`src/rtl/sudoku_pkg.sv`:
```
// Shared Sudoku definitions: cell layout, group counts, group kinds and
// the check-sequencer state encoding.
package sudoku_pkg;

   localparam int         CELL_W     = 11;
   localparam int         EMPTY_BIT  = 10;
   localparam int         GRID_CELLS = 81;
   localparam int         NUM_GROUPS = 27;
   localparam logic [4:0] BAD_NONE   = 5'd31;
   localparam logic [4:0] LAST_GROUP = 5'd26;
   localparam logic [3:0] LAST_READ  = 4'd8;
   localparam logic [3:0] LAST_SLOT  = 4'd9;

   typedef enum logic [1:0] {
      ROW = 2'd0,
      COL = 2'd1,
      BOX = 2'd2
   } group_kind_e;

   typedef enum logic [1:0] {
      IDLE  = 2'd0,
      FETCH = 2'd1,
      CHECK = 2'd2,
      DONE  = 2'd3
   } state_e;

   // Groups 0..8 are rows, 9..17 columns, 18..26 boxes.
   function automatic group_kind_e group_kind(input logic [4:0] g);
      if (g < 5'd9) begin
         return ROW;
      end else if (g < 5'd18) begin
         return COL;
      end else begin
         return BOX;
      end
   endfunction

endpackage

```
`src/rtl/sudoku_check_sequencer_if.sv`:
```
// Control/status and board-read bundle between the top-level FSM, the
// board storage and the check sequencer.
interface sudoku_check_sequencer_if #(
   parameter int CELL_W = 11
);
   logic              start;
   logic              busy;
   logic              done;
   logic              valid;
   logic [4:0]        bad_group;
   logic              rd_en;
   logic [6:0]        rd_addr;
   logic [CELL_W-1:0] rd_data;

   // Sequencer side.
   modport slave (
      input  start, rd_data,
      output busy, done, valid, bad_group, rd_en, rd_addr
   );

   // Controller / board side.
   modport master (
      output start, rd_data,
      input  busy, done, valid, bad_group, rd_en, rd_addr
   );
endinterface

```
`src/rtl/sudoku_group_dup_check.sv`:
```
// Combinational duplicate detector for one 9-cell constraint group.
// Empty cells (top bit set) never clash, whatever their digit bits hold.
module sudoku_group_dup_check #(
   parameter int CELL_W = 11
) (
   input  logic [8:0][CELL_W-1:0] cells,
   output logic                   dup
);

   // Compare every distinct pair of non-empty cells on their digit bits.
   always_comb begin
      dup = 1'b0;
      for (int i = 0; i < 8; i++) begin
         for (int j = i + 1; j < 9; j++) begin
            if (!cells[i][CELL_W-1] && !cells[j][CELL_W-1] &&
                (cells[i][CELL_W-2:0] == cells[j][CELL_W-2:0])) begin
               dup = 1'b1;
            end else begin
               dup = dup;
            end
         end
      end
   end

endmodule

```
`src/rtl/sudoku_check_sequencer.sv`:
```
// Walks the 27 row/column/box groups of the stored board, fetching each
// group's 9 cells through the single synchronous read port into a buffer
// and running the shared duplicate checker on it.
module sudoku_check_sequencer #(
   parameter int CELL_W     = 11,
   parameter bit EARLY_EXIT = 1'b1
) (
   input logic                     clk,
   input logic                     rst,
   sudoku_check_sequencer_if.slave bus
);
   import sudoku_pkg::*;

   state_e                  state_r, state_n;
   logic [3:0]              slot_r, slot_n;
   logic [4:0]              group_r, group_n;
   logic [8:0][CELL_W-1:0]  buf_r;
   logic                    busy_r, busy_n;
   logic                    done_r, done_n;
   logic                    valid_r, valid_n;
   logic [4:0]              bad_r, bad_n;
   logic                    rd_en_r, rd_en_n;
   logic [6:0]              rd_addr_r, rd_addr_n;
   logic                    dup_s;
   logic                    stop_s;

   // Board address of cell k of group g; the board is stored column-major.
   function automatic logic [6:0] cell_addr(input logic [4:0] g, input logic [3:0] k);
      int gi, ki, r, c, b;
      gi = int'(g);
      ki = int'(k);
      case (group_kind(g))
         ROW: begin
            r = gi;
            c = ki;
         end
         COL: begin
            r = ki;
            c = gi - 9;
         end
         BOX: begin
            b = gi - 18;
            r = 3 * (b / 3) + ki / 3;
            c = 3 * (b % 3) + ki % 3;
         end
         default: begin
            r = 0;
            c = 0;
         end
      endcase
      return 7'(c * 9 + r);
   endfunction

   sudoku_group_dup_check #(.CELL_W(CELL_W)) u_dup (
      .cells (buf_r),
      .dup   (dup_s)
   );

   // Next-state and next-output logic for the sequencing FSM.
   always_comb begin
      state_n   = state_r;
      slot_n    = slot_r;
      group_n   = group_r;
      done_n    = done_r;
      valid_n   = valid_r;
      bad_n     = bad_r;
      rd_en_n   = rd_en_r;
      rd_addr_n = rd_addr_r;
      stop_s    = 1'b0;
      case (state_r)
         IDLE, DONE: begin
            if (bus.start) begin
               state_n   = FETCH;
               slot_n    = 4'd0;
               group_n   = 5'd0;
               done_n    = 1'b0;
               valid_n   = 1'b0;
               bad_n     = BAD_NONE;
               rd_en_n   = 1'b1;
               rd_addr_n = cell_addr(5'd0, 4'd0);
            end else begin
               state_n = state_r;
            end
         end
         FETCH: begin
            if (slot_r == LAST_SLOT) begin
               state_n = CHECK;
               slot_n  = 4'd0;
            end else begin
               slot_n = slot_r + 4'd1;
               // The request for slot k+1 is issued while slot k is in flight.
               if (slot_r < LAST_READ) begin
                  rd_en_n   = 1'b1;
                  rd_addr_n = cell_addr(group_r, slot_r + 4'd1);
               end else begin
                  rd_en_n = 1'b0;
               end
            end
         end
         CHECK: begin
            if (dup_s && (bad_r == BAD_NONE)) begin
               bad_n = group_r;
            end else begin
               bad_n = bad_r;
            end
            stop_s = (dup_s && EARLY_EXIT) || (group_r == LAST_GROUP);
            if (stop_s) begin
               state_n = DONE;
               done_n  = 1'b1;
               valid_n = (bad_n == BAD_NONE);
            end else begin
               state_n   = FETCH;
               slot_n    = 4'd0;
               group_n   = group_r + 5'd1;
               rd_en_n   = 1'b1;
               rd_addr_n = cell_addr(group_r + 5'd1, 4'd0);
            end
         end
         default: begin
            state_n = IDLE;
         end
      endcase
      busy_n = (state_n == FETCH) || (state_n == CHECK);
   end

   // State and registered-output update with synchronous reset.
   always_ff @(posedge clk) begin
      if (rst) begin
         state_r   <= IDLE;
         slot_r    <= 4'd0;
         group_r   <= 5'd0;
         busy_r    <= 1'b0;
         done_r    <= 1'b0;
         valid_r   <= 1'b0;
         bad_r     <= BAD_NONE;
         rd_en_r   <= 1'b0;
         rd_addr_r <= 7'd0;
      end else begin
         state_r   <= state_n;
         slot_r    <= slot_n;
         group_r   <= group_n;
         busy_r    <= busy_n;
         done_r    <= done_n;
         valid_r   <= valid_n;
         bad_r     <= bad_n;
         rd_en_r   <= rd_en_n;
         rd_addr_r <= rd_addr_n;
      end
   end

   // Capture returning read data: slot k arrives during FETCH cycle k+1.
   always_ff @(posedge clk) begin
      if ((state_r == FETCH) && (slot_r != 4'd0)) begin
         buf_r[slot_r - 4'd1] <= bus.rd_data;
      end else begin
         buf_r <= buf_r;
      end
   end

   assign bus.busy      = busy_r;
   assign bus.done      = done_r;
   assign bus.valid     = valid_r;
   assign bus.bad_group = bad_r;
   assign bus.rd_en     = rd_en_r;
   assign bus.rd_addr   = rd_addr_r;

endmodule

```
`src/flat_wrapper.sv`:
```
// flat-port wrapper written by rule: the top's interface ports become plain ports
module sudoku_check_sequencer_flat import sudoku_pkg::*;
#(
   parameter int CELL_W     = 11,
   parameter bit EARLY_EXIT = 1'b1
)
  (clk, rst, bus_start, bus_rd_data, bus_busy, bus_done, bus_valid, bus_bad_group, bus_rd_en, bus_rd_addr);
  sudoku_check_sequencer_if #(.CELL_W(CELL_W)) bus_i ();
  input logic clk;
  input logic rst;
  input wire logic [$bits(bus_i.start)-1:0] bus_start;
  input wire logic [$bits(bus_i.rd_data)-1:0] bus_rd_data;
  output wire logic [$bits(bus_i.busy)-1:0] bus_busy;
  output wire logic [$bits(bus_i.done)-1:0] bus_done;
  output wire logic [$bits(bus_i.valid)-1:0] bus_valid;
  output wire logic [$bits(bus_i.bad_group)-1:0] bus_bad_group;
  output wire logic [$bits(bus_i.rd_en)-1:0] bus_rd_en;
  output wire logic [$bits(bus_i.rd_addr)-1:0] bus_rd_addr;
  assign bus_i.start = bus_start;
  assign bus_i.rd_data = bus_rd_data;
  assign bus_busy = bus_i.busy;
  assign bus_done = bus_i.done;
  assign bus_valid = bus_i.valid;
  assign bus_bad_group = bus_i.bad_group;
  assign bus_rd_en = bus_i.rd_en;
  assign bus_rd_addr = bus_i.rd_addr;
  sudoku_check_sequencer #(.CELL_W(CELL_W), .EARLY_EXIT(EARLY_EXIT)) u_core (.clk(clk), .rst(rst), .bus(bus_i));
endmodule
```
`config.mk`:
```
export PLATFORM = sky130hd
export DESIGN_NAME = sudoku_check_sequencer_flat
export DESIGN_NICKNAME = d
export VERILOG_FILES = /design/src/rtl/sudoku_pkg.sv /design/src/rtl/sudoku_check_sequencer_if.sv /design/src/rtl/sudoku_group_dup_check.sv /design/src/rtl/sudoku_check_sequencer.sv /design/src/flat_wrapper.sv
export SDC_FILE = /design/constraint.sdc
export NUM_CORES = 1
export LEC_CHECK = 0
export BUFFER_PORTS_ARGS = -buffer_cell sky130_fd_sc_hd__buf_2
export CELL_PAD_IN_SITES_DETAIL_PLACEMENT = 1
export CELL_PAD_IN_SITES_GLOBAL_PLACEMENT = 2
export CORE_ASPECT_RATIO = 0.6
export CORE_MARGIN = 2
export CORE_UTILIZATION = 25
export DETAILED_ROUTE_END_ITERATION = 12
export MAX_ROUTING_LAYER = met4
export PLACE_DENSITY_LB_ADDON = 0.15
export SLEW_MARGIN = 30
export SYNTH_ARGS = -nofsm -noshare
export SYNTH_HDL_FRONTEND = slang
export SYNTH_SLANG_ARGS = --single-unit
```
`constraint.sdc`:
```
create_clock -name clk -period 13.3 [get_ports clk]
set_input_delay 1.995 -clock clk [delete_from_list [all_inputs] [get_ports clk]]
set_output_delay 1.995 -clock clk [all_outputs]
set_load 0.02 [all_outputs]
```
==> summary.md <==
| Metric | Value |
|---|---|
| Synth-to-layout area growth | 7.84% |
| CTS Buffer Depth | 2 |
| Hold Startpoint | u_core.bus.bad_group[4]$_SDFFE_PP1P_ |
| Syn nets | 1740 |
| Synthesized area | 0.0143 sq mm |
| Die X | 313 um |
| Final #Nets | 1654 |
| Detail Route Antenna Nets | 0 |
| Logic gate share of total power | 4.9% |
| CTS tree | done |
| Die footprint | 0.0593 sq mm |
| Initial antenna violation count | 1 |
| Post-CTS Setup Bufs | 0 |
| Clock sinks | 126 |
| Hold path endpoint | u_core.bus.bad_group[4]$_SDFFE_PP1P_ |
| Final Non-Filler Cells | 2286 |
| Routed vias | 11800 |
| Worst path arrival time | 12.09 ns |
| Worst Setup Start Kind | register |
| Yosys reg bits | 126 |
| Clk network pwr share | 50.1% |
| Clock buffer count from CTS | 17 |
| Minimum clock period | 11.70 ns |
| Max-cap viol count | 0 |
| Ys async rst share | 0% |
| Yosys cell types | 101 |
| Cell with the most instances after synthesis | xor2_1 |
| Largest net degree at the start of global routing | 35 |
| Final Core Density | 27.5% |
| Die height | 189 um |
| Total gr overflow | 0 |
| Avg Vias per Cell | 5.15 |
| Layout Skew | 0.0165 ns |
| CP dominant cell by count | ha_1 |
| Sequential area share after synthesis | 24.5% |
| Crit end category | register |
| Flop-to-flop setup slack | 1.60 ns |
| Vias in the first global route | 11800 |
| Max Freq | 85.5 MHz |
| PortBufs | 29 |
| Post-synth EDFFs | 99 |
| Core area | 0.0563 sq mm |
| Post-route clock period utilization | 88.0% |
| Post-cts gate resize count | 0 |
| Worst path max stage delay | 0.62 ns |
| Post-Route WL | 60700 um |
| First-pass GRT wire length | 88000 um |
| Net Sw Power | 249 uW |
| Top cells by area, synth | edfxtp_1 21%, xor2_1 19%, ha_1 9.7% |
| Setup TNS | 0 ns |
| Row Count | 67 |
| Flop pwr share | 45.0% |
| Worst path required time | 13.69 ns |
| WL/cell | 26.5 um |
| VDD IR max | 0.105 mV |
| Post-synth top area cell | edfxtp_1 |
| Initial drt markers | 1030 |
| Slew headroom | 27.9% |
| CTS Root Cell | clkbuf_16 |
| Final Hold Violating Endpoints | 0 |
| GRT Total Usage | 21.1% |
| Yosys top cell area share | 20.8% |
| Initial Util | 25.5% |
| Top post-synthesis cells by count | 312 x xor2_1, 126 x xnor2_1, 111 x ha_1 |
| Total I/O pin count | 30 |
| Least-Margin Pin Slew | 1.07 ns |
| Cells after DPL | 2254 |
| Ys Warns | 0 |
| Antenna cells | 0 |
| Commonest register cell after synthesis | edfxtp_1 |
| Net Sw Frac | 26.2% |
| PD cells | 61.7 mW/mm^2 |
| Final setup vio count | 0 |
| Max-slew violation count | 0 |
| H-tree Lvls | 4 |
| # DRC | 0 |
| R2R depth | 41 |
| Clk Latency, worst-skew pair | 0.46 ns |
| Synth Instances | 1600 |
| Status | complete, no violations |
| Dpl hpwl | 45800 um |
| Pre-antenna DRT Iters | 5 |
| Share of post-route cells with drive strength above 1 | 7.40% |
| Min-delay worst type | register to register |
| RSZ-0062 raised after global routing | false |
| Cts hold-fix bufs | 0 |
| Hold Path Depth | 2 |
| Synthesized area per cell | 8.95 sq um |
| Crit Path Max Fanout | 15 |
| Clock-pin slew on the worst setup and hold paths | 0.07 ns |
| CP max stage cell | dfxtp_1 |
| Placer's final routability congestion estimate | 0.930 |
| Critical R2R Launch | u_core.group_r[1]$_SDFFE_PP0P_ |
| Pleak | 0.00585 uW |
| Reg2reg end | u_core.bus.rd_addr[6]$_SDFFE_PP0P_ |
| Internal | 703 uW |
| Critical path class | register to register |
## per-stage QoR
step,cell area [sq um],hold WS (ns),setup slack [ns],total power [uW]
2_1_floorplan,14300,0.505,3.29,463
3_3_place_gp,14900,0.470,2.06,484
3_5_place_dp,14900,0.473,1.61,484
4_1_cts,15400,0.483,1.52,966
5_1_grt,15400,0.500,0.652,985
6_report,15400,0.474,1.60,952
## power by group through the flow
stage,clock (uW),sequential (uW),combinational (uW)
6_report,477,428,46.9
5_1_grt,504,428,52.6
4_1_cts,490,428,47.4
3_5_place_dp,0,437,47.0
3_3_place_gp,0,437,46.5
2_1_floorplan,0,436,26.4
## cells by family (layout without fill, tap and decap cells)
family	after synthesis	count (layout)	synth area share, %
xor+xnor	447	447	27.9
flops	126	126	24.5
buf+inv	197	124	5.71
compound gates	248	248	12.5
mux	8	8	0.559
simple gates	447	447	16.9
fa+ha+maj	127	127	11.9
## state kept, by name (all words and copies together), names as in the netlist
name                  count
u_core.bus.rd_en          1
u_core.bus.rd_addr        7
u_core.slot_r             4
u_core.bus.busy           1
u_core.group_r            5
u_core.bus.valid          1
u_core.bus.bad_group      5
u_core.buf_r             99
u_core.state_r            2
u_core.bus.done           1
## metal layers
| layer | global-route usage (%) | vias to the layer above | part of all wire [%] |
|---|---|---|---|
| li1 | - | 5455 | - |
| met1 | 34.3 | 5940 | 56 |
| met2 | 25.0 | 360 | 35 |
| met3 | 5.03 | 29 | 7.7 |
| met4 | 3.74 | 0 | 0.92 |
| met5 | - | - | 0 |
## cell type report
class,count,area [sq um]
Fill cell,6466,40800
Tap cell,759,950
Inverter,55,206
Clock buffer,17,425
Timing Repair Buffer,37,205
Clock inverter,15,151
Sequential cell,126,3510
Multi-Input combinational cell,1277,9990
## worst max-delay path, delay by kind of cell (launching register included)
kind,cells,cell delay [ns]
DFF,1,0.62
adders and majority gates,11,3.91
and+or+nand+nor,10,2.63
AOI/OAI and AO/OA,7,1.86
buffers and inverters,4,0.86
xor gates and xnor gates,6,1.22
muxes,3,0.51
## layout by cell type, fill, tap and decap left out, types with 9 or more instances in the layout
cell type	synthesis	routed
nand4_1	42	42
a21o_1	17	17
xnor2_1	126	126
and3_1	14	13
nand3_1	17	17
dfxtp_1	27	27
inv_1	54	54
nand2_1	73	73
a211oi_1	9	9
a21oi_1	57	57
nor4_1	84	84
nor2b_1	18	18
o21ai_0	51	51
a22oi_1	15	15
ha_1	111	111
fa_1	15	15
buf_2	11	29
clkbuf_16	0	17
and2_1	9	9
nor3_1	66	66
nor2_1	72	72
nand2b_1	11	11
xor2_1	312	312
edfxtp_1	99	99
## how the worst max path moves through the flow
stage | start | slack [ns] | cells after the start | end
2_1_floorplan | u_core.group_r[0]$_SDFFE_PP0P_ | 3.29 | 47 | u_core.bus.rd_addr[6]$_SDFFE_PP0P_
3_3_place_gp | u_core.group_r[1]$_SDFFE_PP0P_ | 2.06 | 41 | u_core.bus.rd_addr[6]$_SDFFE_PP0P_
3_5_place_dp | u_core.group_r[1]$_SDFFE_PP0P_ | 1.61 | 41 | u_core.bus.rd_addr[6]$_SDFFE_PP0P_
4_1_cts | u_core.group_r[1]$_SDFFE_PP0P_ | 1.52 | 41 | u_core.bus.rd_addr[6]$_SDFFE_PP0P_
5_1_grt | u_core.group_r[1]$_SDFFE_PP0P_ | 0.65 | 41 | u_core.bus.rd_addr[6]$_SDFFE_PP0P_
6_report | u_core.group_r[1]$_SDFFE_PP0P_ | 1.60 | 41 | u_core.bus.rd_addr[6]$_SDFFE_PP0P_
Power figures use the tool's default switching activity.
